### src/rtl/digi_ota_pkg.sv
// Shared types and defaults for the time-shared OTA comparator scheduler.
package digi_ota_pkg;

  typedef enum logic [1:0] {
    S_IDLE,
    S_SETTLE,
    S_SAMPLE,
    S_REPORT
  } state_e;

  localparam int DEF_SETTLE = 2;
  localparam int DEF_WINDOW = 8;

endpackage

### src/rtl/digi_ota_rr_pick.sv
// Combinational round-robin picker: first set request at or after ptr, wrapping modulo NCH.
module digi_ota_rr_pick #(
  parameter int NCH = 4
) (
  input  logic [NCH-1:0]          req,
  input  logic [$clog2(NCH)-1:0]  ptr,
  output logic [$clog2(NCH)-1:0]  idx,
  output logic                    any
);

  localparam int IW = $clog2(NCH);

  logic [NCH-1:0] rot;
  logic [IW-1:0]  off;
  logic [IW-1:0]  bi;
  logic [IW:0]    sum;

  always_comb begin
    // Rotate so that bit 0 is the channel at ptr; the lowest set bit is then the winner.
    rot = NCH'({req, req} >> ptr);
    any = 1'b0;
    off = '0;
    bi  = '0;
    for (int unsigned i = 0; i < NCH; i++) begin
      bi = IW'(i);
      if (!any && rot[bi]) begin
        any = 1'b1;
        off = bi;
      end
    end
    sum = {1'b0, ptr} + {1'b0, off};
    if (sum >= (IW+1)'(NCH)) begin
      sum = sum - (IW+1)'(NCH);
    end
    idx = sum[IW-1:0];
  end

endmodule

### src/rtl/digi_ota_scheduler.sv
// Time-shares one OTA comparator among NCH channel pairs: round-robin grant,
// settle, windowed integration, majority decision reported over valid/ready.
module digi_ota_scheduler
  import digi_ota_pkg::*;
#(
  parameter int NCH    = 4,
  parameter int SETTLE = DEF_SETTLE,
  parameter int WINDOW = DEF_WINDOW,
  parameter int CW     = $clog2(WINDOW + 1)
) (
  input  logic                   clk,
  input  logic                   rst,
  input  logic [NCH-1:0]         req,
  input  logic [NCH-1:0]         vip_ch,
  input  logic [NCH-1:0]         vin_ch,
  output logic                   ota_vip,
  output logic                   ota_vin,
  input  logic                   ota_out,
  input  logic                   ota_vld,
  output logic [NCH-1:0]         gnt,
  output logic                   busy,
  output logic                   res_valid,
  input  logic                   res_ready,
  output logic [$clog2(NCH)-1:0] res_ch,
  output logic                   res_bit,
  output logic [CW-1:0]          res_ones,
  output logic [CW-1:0]          res_vcnt
);

  localparam int IW   = $clog2(NCH);
  localparam int CMAX = (SETTLE > WINDOW) ? SETTLE : WINDOW;
  localparam int CNTW = $clog2(CMAX + 1);

  state_e          state_q, state_d;
  logic [IW-1:0]   ptr_q, ptr_d;
  logic [IW-1:0]   sel_q, sel_d;
  logic [CNTW-1:0] cnt_q, cnt_d;
  logic [CW-1:0]   ones_q, ones_d;
  logic [CW-1:0]   vcnt_q, vcnt_d;
  logic            ota_vip_q, ota_vip_d;
  logic            ota_vin_q, ota_vin_d;
  logic [IW-1:0]   res_ch_q, res_ch_d;
  logic            res_bit_q, res_bit_d;
  logic [CW-1:0]   res_ones_q, res_ones_d;
  logic [CW-1:0]   res_vcnt_q, res_vcnt_d;

  logic [IW-1:0]   pick_idx;
  logic            pick_any;

  digi_ota_rr_pick #(
    .NCH (NCH)
  ) u_pick (
    .req (req),
    .ptr (ptr_q),
    .idx (pick_idx),
    .any (pick_any)
  );

  always_comb begin
    state_d    = state_q;
    ptr_d      = ptr_q;
    sel_d      = sel_q;
    cnt_d      = cnt_q;
    ones_d     = ones_q;
    vcnt_d     = vcnt_q;
    ota_vip_d  = 1'b0;
    ota_vin_d  = 1'b0;
    res_ch_d   = res_ch_q;
    res_bit_d  = res_bit_q;
    res_ones_d = res_ones_q;
    res_vcnt_d = res_vcnt_q;

    unique case (state_q)
      S_IDLE: begin
        if (pick_any) begin
          sel_d   = pick_idx;
          cnt_d   = CNTW'(SETTLE - 1);
          state_d = S_SETTLE;
        end
      end
      S_SETTLE: begin
        ota_vip_d = vip_ch[sel_q];
        ota_vin_d = vin_ch[sel_q];
        if (cnt_q == '0) begin
          ones_d  = '0;
          vcnt_d  = '0;
          cnt_d   = CNTW'(WINDOW - 1);
          state_d = S_SAMPLE;
        end else begin
          cnt_d = cnt_q - 1'b1;
        end
      end
      S_SAMPLE: begin
        ota_vip_d = vip_ch[sel_q];
        ota_vin_d = vin_ch[sel_q];
        ones_d    = ones_q + CW'(ota_vld & ota_out);
        vcnt_d    = vcnt_q + CW'(ota_vld);
        if (cnt_q == '0) begin
          // Last sample edge: release the OTA drive so it reads 0 throughout REPORT.
          ota_vip_d  = 1'b0;
          ota_vin_d  = 1'b0;
          res_ch_d   = sel_q;
          res_ones_d = ones_d;
          res_vcnt_d = vcnt_d;
          res_bit_d  = ({ones_d, 1'b0} > {1'b0, vcnt_d});
          state_d    = S_REPORT;
        end else begin
          cnt_d = cnt_q - 1'b1;
        end
      end
      S_REPORT: begin
        if (res_ready) begin
          ptr_d   = (sel_q == IW'(NCH - 1)) ? '0 : sel_q + 1'b1;
          state_d = S_IDLE;
        end
      end
      default: state_d = S_IDLE;
    endcase
  end

  always_ff @(posedge clk) begin
    if (rst) begin
      state_q    <= S_IDLE;
      ptr_q      <= '0;
      sel_q      <= '0;
      cnt_q      <= '0;
      ones_q     <= '0;
      vcnt_q     <= '0;
      ota_vip_q  <= 1'b0;
      ota_vin_q  <= 1'b0;
      res_ch_q   <= '0;
      res_bit_q  <= 1'b0;
      res_ones_q <= '0;
      res_vcnt_q <= '0;
    end else begin
      state_q    <= state_d;
      ptr_q      <= ptr_d;
      sel_q      <= sel_d;
      cnt_q      <= cnt_d;
      ones_q     <= ones_d;
      vcnt_q     <= vcnt_d;
      ota_vip_q  <= ota_vip_d;
      ota_vin_q  <= ota_vin_d;
      res_ch_q   <= res_ch_d;
      res_bit_q  <= res_bit_d;
      res_ones_q <= res_ones_d;
      res_vcnt_q <= res_vcnt_d;
    end
  end

  always_comb begin
    gnt = '0;
    if (state_q != S_IDLE) begin
      gnt = NCH'(1) << sel_q;
    end
  end

  assign busy      = (state_q != S_IDLE);
  assign res_valid = (state_q == S_REPORT);
  assign ota_vip   = ota_vip_q;
  assign ota_vin   = ota_vin_q;
  assign res_ch    = res_ch_q;
  assign res_bit   = res_bit_q;
  assign res_ones  = res_ones_q;
  assign res_vcnt  = res_vcnt_q;

endmodule
### config.mk
export PLATFORM = sky130hd
export DESIGN_NAME = digi_ota_scheduler
export DESIGN_NICKNAME = d
export VERILOG_FILES = /design/src/rtl/digi_ota_pkg.sv /design/src/rtl/digi_ota_rr_pick.sv /design/src/rtl/digi_ota_scheduler.sv
export SDC_FILE = /design/constraint.sdc
export NUM_CORES = 1
export LEC_CHECK = 0
export ABC_CLOCK_PERIOD_IN_PS = 6100
export CAP_MARGIN = 20
export CORE_UTILIZATION = 45
export DETAILED_ROUTE_END_ITERATION = 6
export MAX_ROUTING_LAYER = met4
export PLACE_DENSITY = 0.82
export SLEW_MARGIN = 30
export SYNTH_ARGS = -nofsm -noshare
export SYNTH_HDL_FRONTEND = slang
export SYNTH_SLANG_ARGS = --single-unit
### constraint.sdc
create_clock -name clk -period 6.1 [get_ports clk]
set_clock_uncertainty 0.05 [all_clocks]
set_input_delay 1.22 -clock clk [delete_from_list [all_inputs] [get_ports clk]]
set_output_delay 1.22 -clock clk [all_outputs]
set_load 0.005 [all_outputs]
# Word level (Yosys, flattened, before mapping)
# Cells that the tools add are included.
# word_totals
out_inout_bits,19
wordCells,80
input_bits,17
reg_bits,31
# classes
muxes,30
bitwise_logic,1
add_sub_neg,6
eq_ne,9
shifts,2
reduce_logical,17
n_lt_le_gt_ge,3
# ops
cell,n
2-to-1 mux 4 bit,5
2-to-1 mux 2 bit,8
one-hot mux 4 bit (2 select lines),2
one-hot mux 4 bit (3 select lines),1
2-to-1 mux 1 bit,9
adder 4 x 1 -> 4 bit,2
inequality test 2 bit (second input constant),4
one-hot mux 2 bit (4 select lines),1
AND reduction 2 bit,4
right shift 8 x 2 -> 4 bit,1
equality test 2 bit (second input constant),3
greater-than comparator 5 x 4 -> 1 bit,1
binary-select mux 1 bit (select 2 bit),2
zero test 4 bit,1
one-hot mux 1 bit (2 select lines),2
AND reduction 4 bit,1
nonzero test 2 bit,2
<< shifter 1 x 2 -> 4 bit (first input constant),1
subtractor 4 x 1 -> 4 bit (second input constant),1
adder 2 x 2 -> 3 bit,1
greater-or-equal comparator 3 bit (second input constant),1
logical AND 1 bit,3
zero test 1 bit,3
less-than comparator 2 x 3 -> 1 bit (second input constant),1
8 further kinds,8

# Longest topological paths before layout
# logic_depth
word_depth,14
depth_mapped,10
ltp_nobuf,9

# Cells and area by module
# Synthesis repeated with hierarchy kept, for this count alone.
# unflattened
hier_cells,223
area_unflattened_um2,1845.5
# modules_own_cells
module,seq_area_each_um2,area_per_inst_um2,cells_per_inst,n_inst
digi_ota_scheduler,620.6,1655.3,195,1
digi_ota_rr_pick,0.0,190.2,28,1

# Worst setup path before layout
# Ideal clock, no wire load.
# synth_timing
path_kind,input port to flip-flop
start,input port ota_vld
end,"register res_bit_q, in the netlist res_bit"
cell_stages,9
setup_ns,0.074
arrival_time_ns,2.639
t_required_ns,5.976
slack_ns,3.337
path_buffers,0
cell_sequence,and2_1 ha_1 ha_1 nand2b_1 nand2b_1 ha_1 inv_1 or3_1 a31oi_1
# synth_between
elab_chain_len,3
word_cells_on_any_way,4
cone_classes,2 x add/sub; 1 x order compare; 1 x bitwise
# synth_lines
element,line,source
start: declaration,digi_ota_scheduler.sv:19,"input logic ota_vld,"
AND 1 bit,digi_ota_scheduler.sv:96,ones_d = ones_q + CW'(ota_vld & ota_out);
adder 4 x 1 -> 4 bit,digi_ota_scheduler.sv:96,
greater-than comparator 5 x 4 -> 1 bit *,digi_ota_scheduler.sv:105,"res_bit_d = ({ones_d, 1'b0} > {1'b0, vcnt_d});"
end signal: assignment,digi_ota_scheduler.sv:145,res_bit_q <= res_bit_d;
end: declaration,digi_ota_scheduler.sv:43,"logic res_bit_q, res_bit_d;"
# Every way passes the cells marked *; elsewhere a longest branch is shown, timed or not.
# A chain may end at the register's enable or synchronous reset.

# Worst setup path in the final report
# layout_timing
start,register state_q[0]
end,output port gnt[1]
# layout_between
elab_chain_len,2
# layout_lines
element,line,source
start: declaration,digi_ota_scheduler.sv:34,"state_e state_q, state_d;"
start signal: assignment,digi_ota_scheduler.sv:136,state_q <= state_d;
nonzero test 2 bit,digi_ota_scheduler.sv:153,if (state_q != S_IDLE) begin
2-to-1 mux 4 bit,digi_ota_scheduler.sv:153,
end: declaration,digi_ota_scheduler.sv:20,"output logic [NCH-1:0] gnt,"
# Every way passes these cells.

==> impl_metrics.yaml <==
worst_setup_path:
  crit_fanout: 9
  cp_slowest_cell: "clkdlybuf4s50_1"
  worstPathRequired_ns: 4.83
  worstPathArrival_ns: 1.91
  cp_cell_sequence: "inv_1 -> ha_1 -> nor2b_1 -> clkdlybuf4s50_1"
  critPathKind: "register to primary output"
  r2r-start: "state_q[0]$_SDFFE_PP0P_"
  slowest_delay_ns: 0.53
  ff2ff_setup_slack_ns: 3.89
  critPathTopFamily: "buffers and inverters"
  critical_path_buf_inv_count: 2
  worstSetupStartpointType: "register"
  r2r-end: "cnt_q[2]$_SDFFE_PP0P_"
  endpoint_kind: "primary output"
  rr_worst_depth: 6
yosys:
  yosys_most_used_dff: "dfxtp_1"
  synth_area_leaders: "dfxtp_1, ha_1, nor2_1, mux2i_1, mux4_2"
  yosysWarningCount: 0
  yosysTopAreaCell: "dfxtp_1"
  synth.distinct_cells: 46
  synth_top_area_share_pct: 34.0
  yosysSeqAreaShare_pct: 34.0
  ys_seq_elements: 31
  syn_nets: 235
  syn-instance-count: 201
  syn_area_per_cell_um2: 9.09
  synth_edf_count: 0
  synthArstFlopShare_pct: 0
  netlist_area_um2: 1830
route:
  first_pass_iters: 4
  wl_mm: 3.88
  routed_via_density: 5.51
  remaining_drc_errors: 0
  vias: 1571
  ant_nets: 0
  first_iter_violations: 93
  wire_per_inst_um: 13.6
die:
  dieArea_um2: 4320
  io_pins: 36
  rows: 22
  initial_core_util_pct: 48.4
  design.core.area_um2: 3770
  dieHeight_um: 65.7
  die_x_um: 65.7
global_route:
  grt_max_degree: 28
  antenna_found_initial: 0
  grt_pass1_vias: 1399
  grt_pass1_wl_mm: 6.33
  track_usage_pct: 19.8
  overflow: 0
layout:
  drive_gt1_share_pct: 7.17
  layout_common_cells: "clkdlybuf4s50_1, dfxtp_1, nor2_1"
  diodes: 0
  layout.cells.non_filler: 285
  final_nets: 270
  layout.cells.most_common: "clkdlybuf4s50_1"
  area_delta_synth_final_pct: 25.1
pwr:
  p_leak_nw: 0.878
  irDropWorstVdd_mv: 0.158
  powerDensity_nw_per_um2: 350
clock_network:
  clk_pin_slew_ns: 0.06
  cts_setup_buffers: 0
  ctsHoldBuffers: 0
  ctsHtreeMaxLevel: 2
  clkSinkCount: 31
  numCtsBuffers: 5
  root_buffer: "clkbuf_8"
  cts_resized: 0
  clk_path_buf_depth: 2
  clock_latency_ns: 0.28
  tritoncts: "yes"
sta:
  setup_tns_ns: 0
  tightestPinTransition_ns: 0.775
  fmax_ghz: 0.315
  period_share_pct: 52.1
  min_period_ns: 3.18
  setup_viol: 0
  max-slew-margin-rel_pct: 48.3
  grt_setup_unrepaired: "no"
  maxSlewViolCount: 0
  hold_viol: 0
placed_design:
  dp_cells: 277
  gp_congestion: 0.888
  hpwlAfterDp_mm: 2.84
  io_buffer_count: 35
worst_hold_path:
  hp-start: "vcnt_q[3]$_SDFFE_PP0P_"
  hold_depth: 2
  worstHoldEndpoint: "vcnt_q[3]$_SDFFE_PP0P_"
  hp-class: "register to register"
run:
  maxCapViolations: 0
outcome:
  status: "finished clean"
==> registers in the layout (all words and copies together) (netlist names) <==
name,cells
res_ch,2
state_q,2
ota_vin,1
vcnt_q,4
ota_vip,1
ptr_q,2
ones_q,4
res_vcnt,4
sel_q,2
res_bit,1
res_ones,4
cnt_q,4
==> worst max-delay path by stage <==
stage	slack, ns	cells past startpoint	to	start
floorplan	3.34	9	res_bit$_SDFFE_PP0P_	ota_vld
global placement	2.86	10	res_bit$_SDFFE_PP0P_	ota_vld
detailed placement	2.76	10	res_bit$_SDFFE_PP0P_	ota_vld
CTS	2.92	4	gnt[1]	state_q[0]$_SDFFE_PP0P_
global route	2.85	4	gnt[1]	state_q[0]$_SDFFE_PP0P_
finish	2.92	4	gnt[1]	state_q[0]$_SDFFE_PP0P_
==> area by class of cell <==
type	instances	area [µm²]
clock buffers	7	76.3
repair buffers	36	358
multi-input cells	151	1120
flip-flops and latches	31	621
inverters	11	41.3
clock inverters	1	5.00
fillers	336	1490
well taps	48	60.1
==> stage by stage <==
stage | area [µm²] | utilization (%) | hold WS (ns) | total power, mW | setup slack (ns)
detailed placement | 2200 | 58.4 | 0.411 | 0.648 | 2.76
floorplan | 1830 | - | 0.398 | 0.540 | 3.34
global route | 2280 | 60.6 | 0.445 | 0.853 | 2.85
finish | 2280 | 60.6 | 0.420 | 0.800 | 2.92
CTS | 2280 | 60.6 | 0.419 | 0.803 | 2.92
global placement | 2200 | 58.4 | 0.407 | 0.642 | 2.86
==> where the power goes <==
| part | switching, mW | leakage [nW] | internal (mW) | total (mW) |
|---|---|---|---|---|
| combinational | 0.207 | 0.584 | 0.176 | 0.383 |
| clock | 0.0734 | 0.0422 | 0.0799 | 0.153 |
| sequential | 0.0294 | 0.251 | 0.234 | 0.264 |
| total | 0.310 | 0.878 | 0.491 | 0.800 |
==> synth_stat cells (all sizes together), types with 2 or more instances <==
cell / instances
o31ai: 2
mux4: 3
inv: 10
a31oi: 2
nor3: 3
nand2b: 5
buf: 4
and2: 3
nand3: 4
a22oi: 6
clkbuf: 4
o21ai: 12
dfxtp: 31
nand2: 10
nor2b: 8
ha: 17
xnor2: 2
xor2: 2
nor3b: 3
a32o: 2
a211oi: 3
mux2i: 9
nor2: 27
nor4: 2
a21oi: 11
==> per-layer routing <==
| metal | vias to the layer above | part of all wire (%) | track usage (%) | wire length (µm) |
|---|---|---|---|---|
| met5 | - | 0 | - | 0 |
| met4 | 0 | 1.3 | 9.78 | 51 |
| met3 | 4 | 3.5 | 3.99 | 136 |
| met2 | 25 | 48 | 28.7 | 1860 |
| met1 | 757 | 47 | 26.0 | 1830 |
| li1 | 785 | - | - | - |
==> logic make-up (layout without fill, tap and decap cells) <==
family	count (synthesis)	in the layout	share of synthesized area (%)
XOR/XNOR	4	4	1.92
flip-flops	31	31	34.0
buffers and inverters	19	55	4.52
multiplexers	12	12	8.63
AND/OR/NAND/NOR	73	73	21.3
adder cells (fa/ha/maj)	17	17	11.6
AO/OA/AOI/OAI	45	45	18.0
==> worst reg2reg max path, stage by stage, from the launching register on <==
cell and delay, ns:
dfxtp_1 0.39, inv_1 0.10, ha_1 0.30, and4bb_1 0.49, a211oi_4 0.41, o21ai_1 0.11
a32o_1 0.26
(Power assumes the default switching activity.)
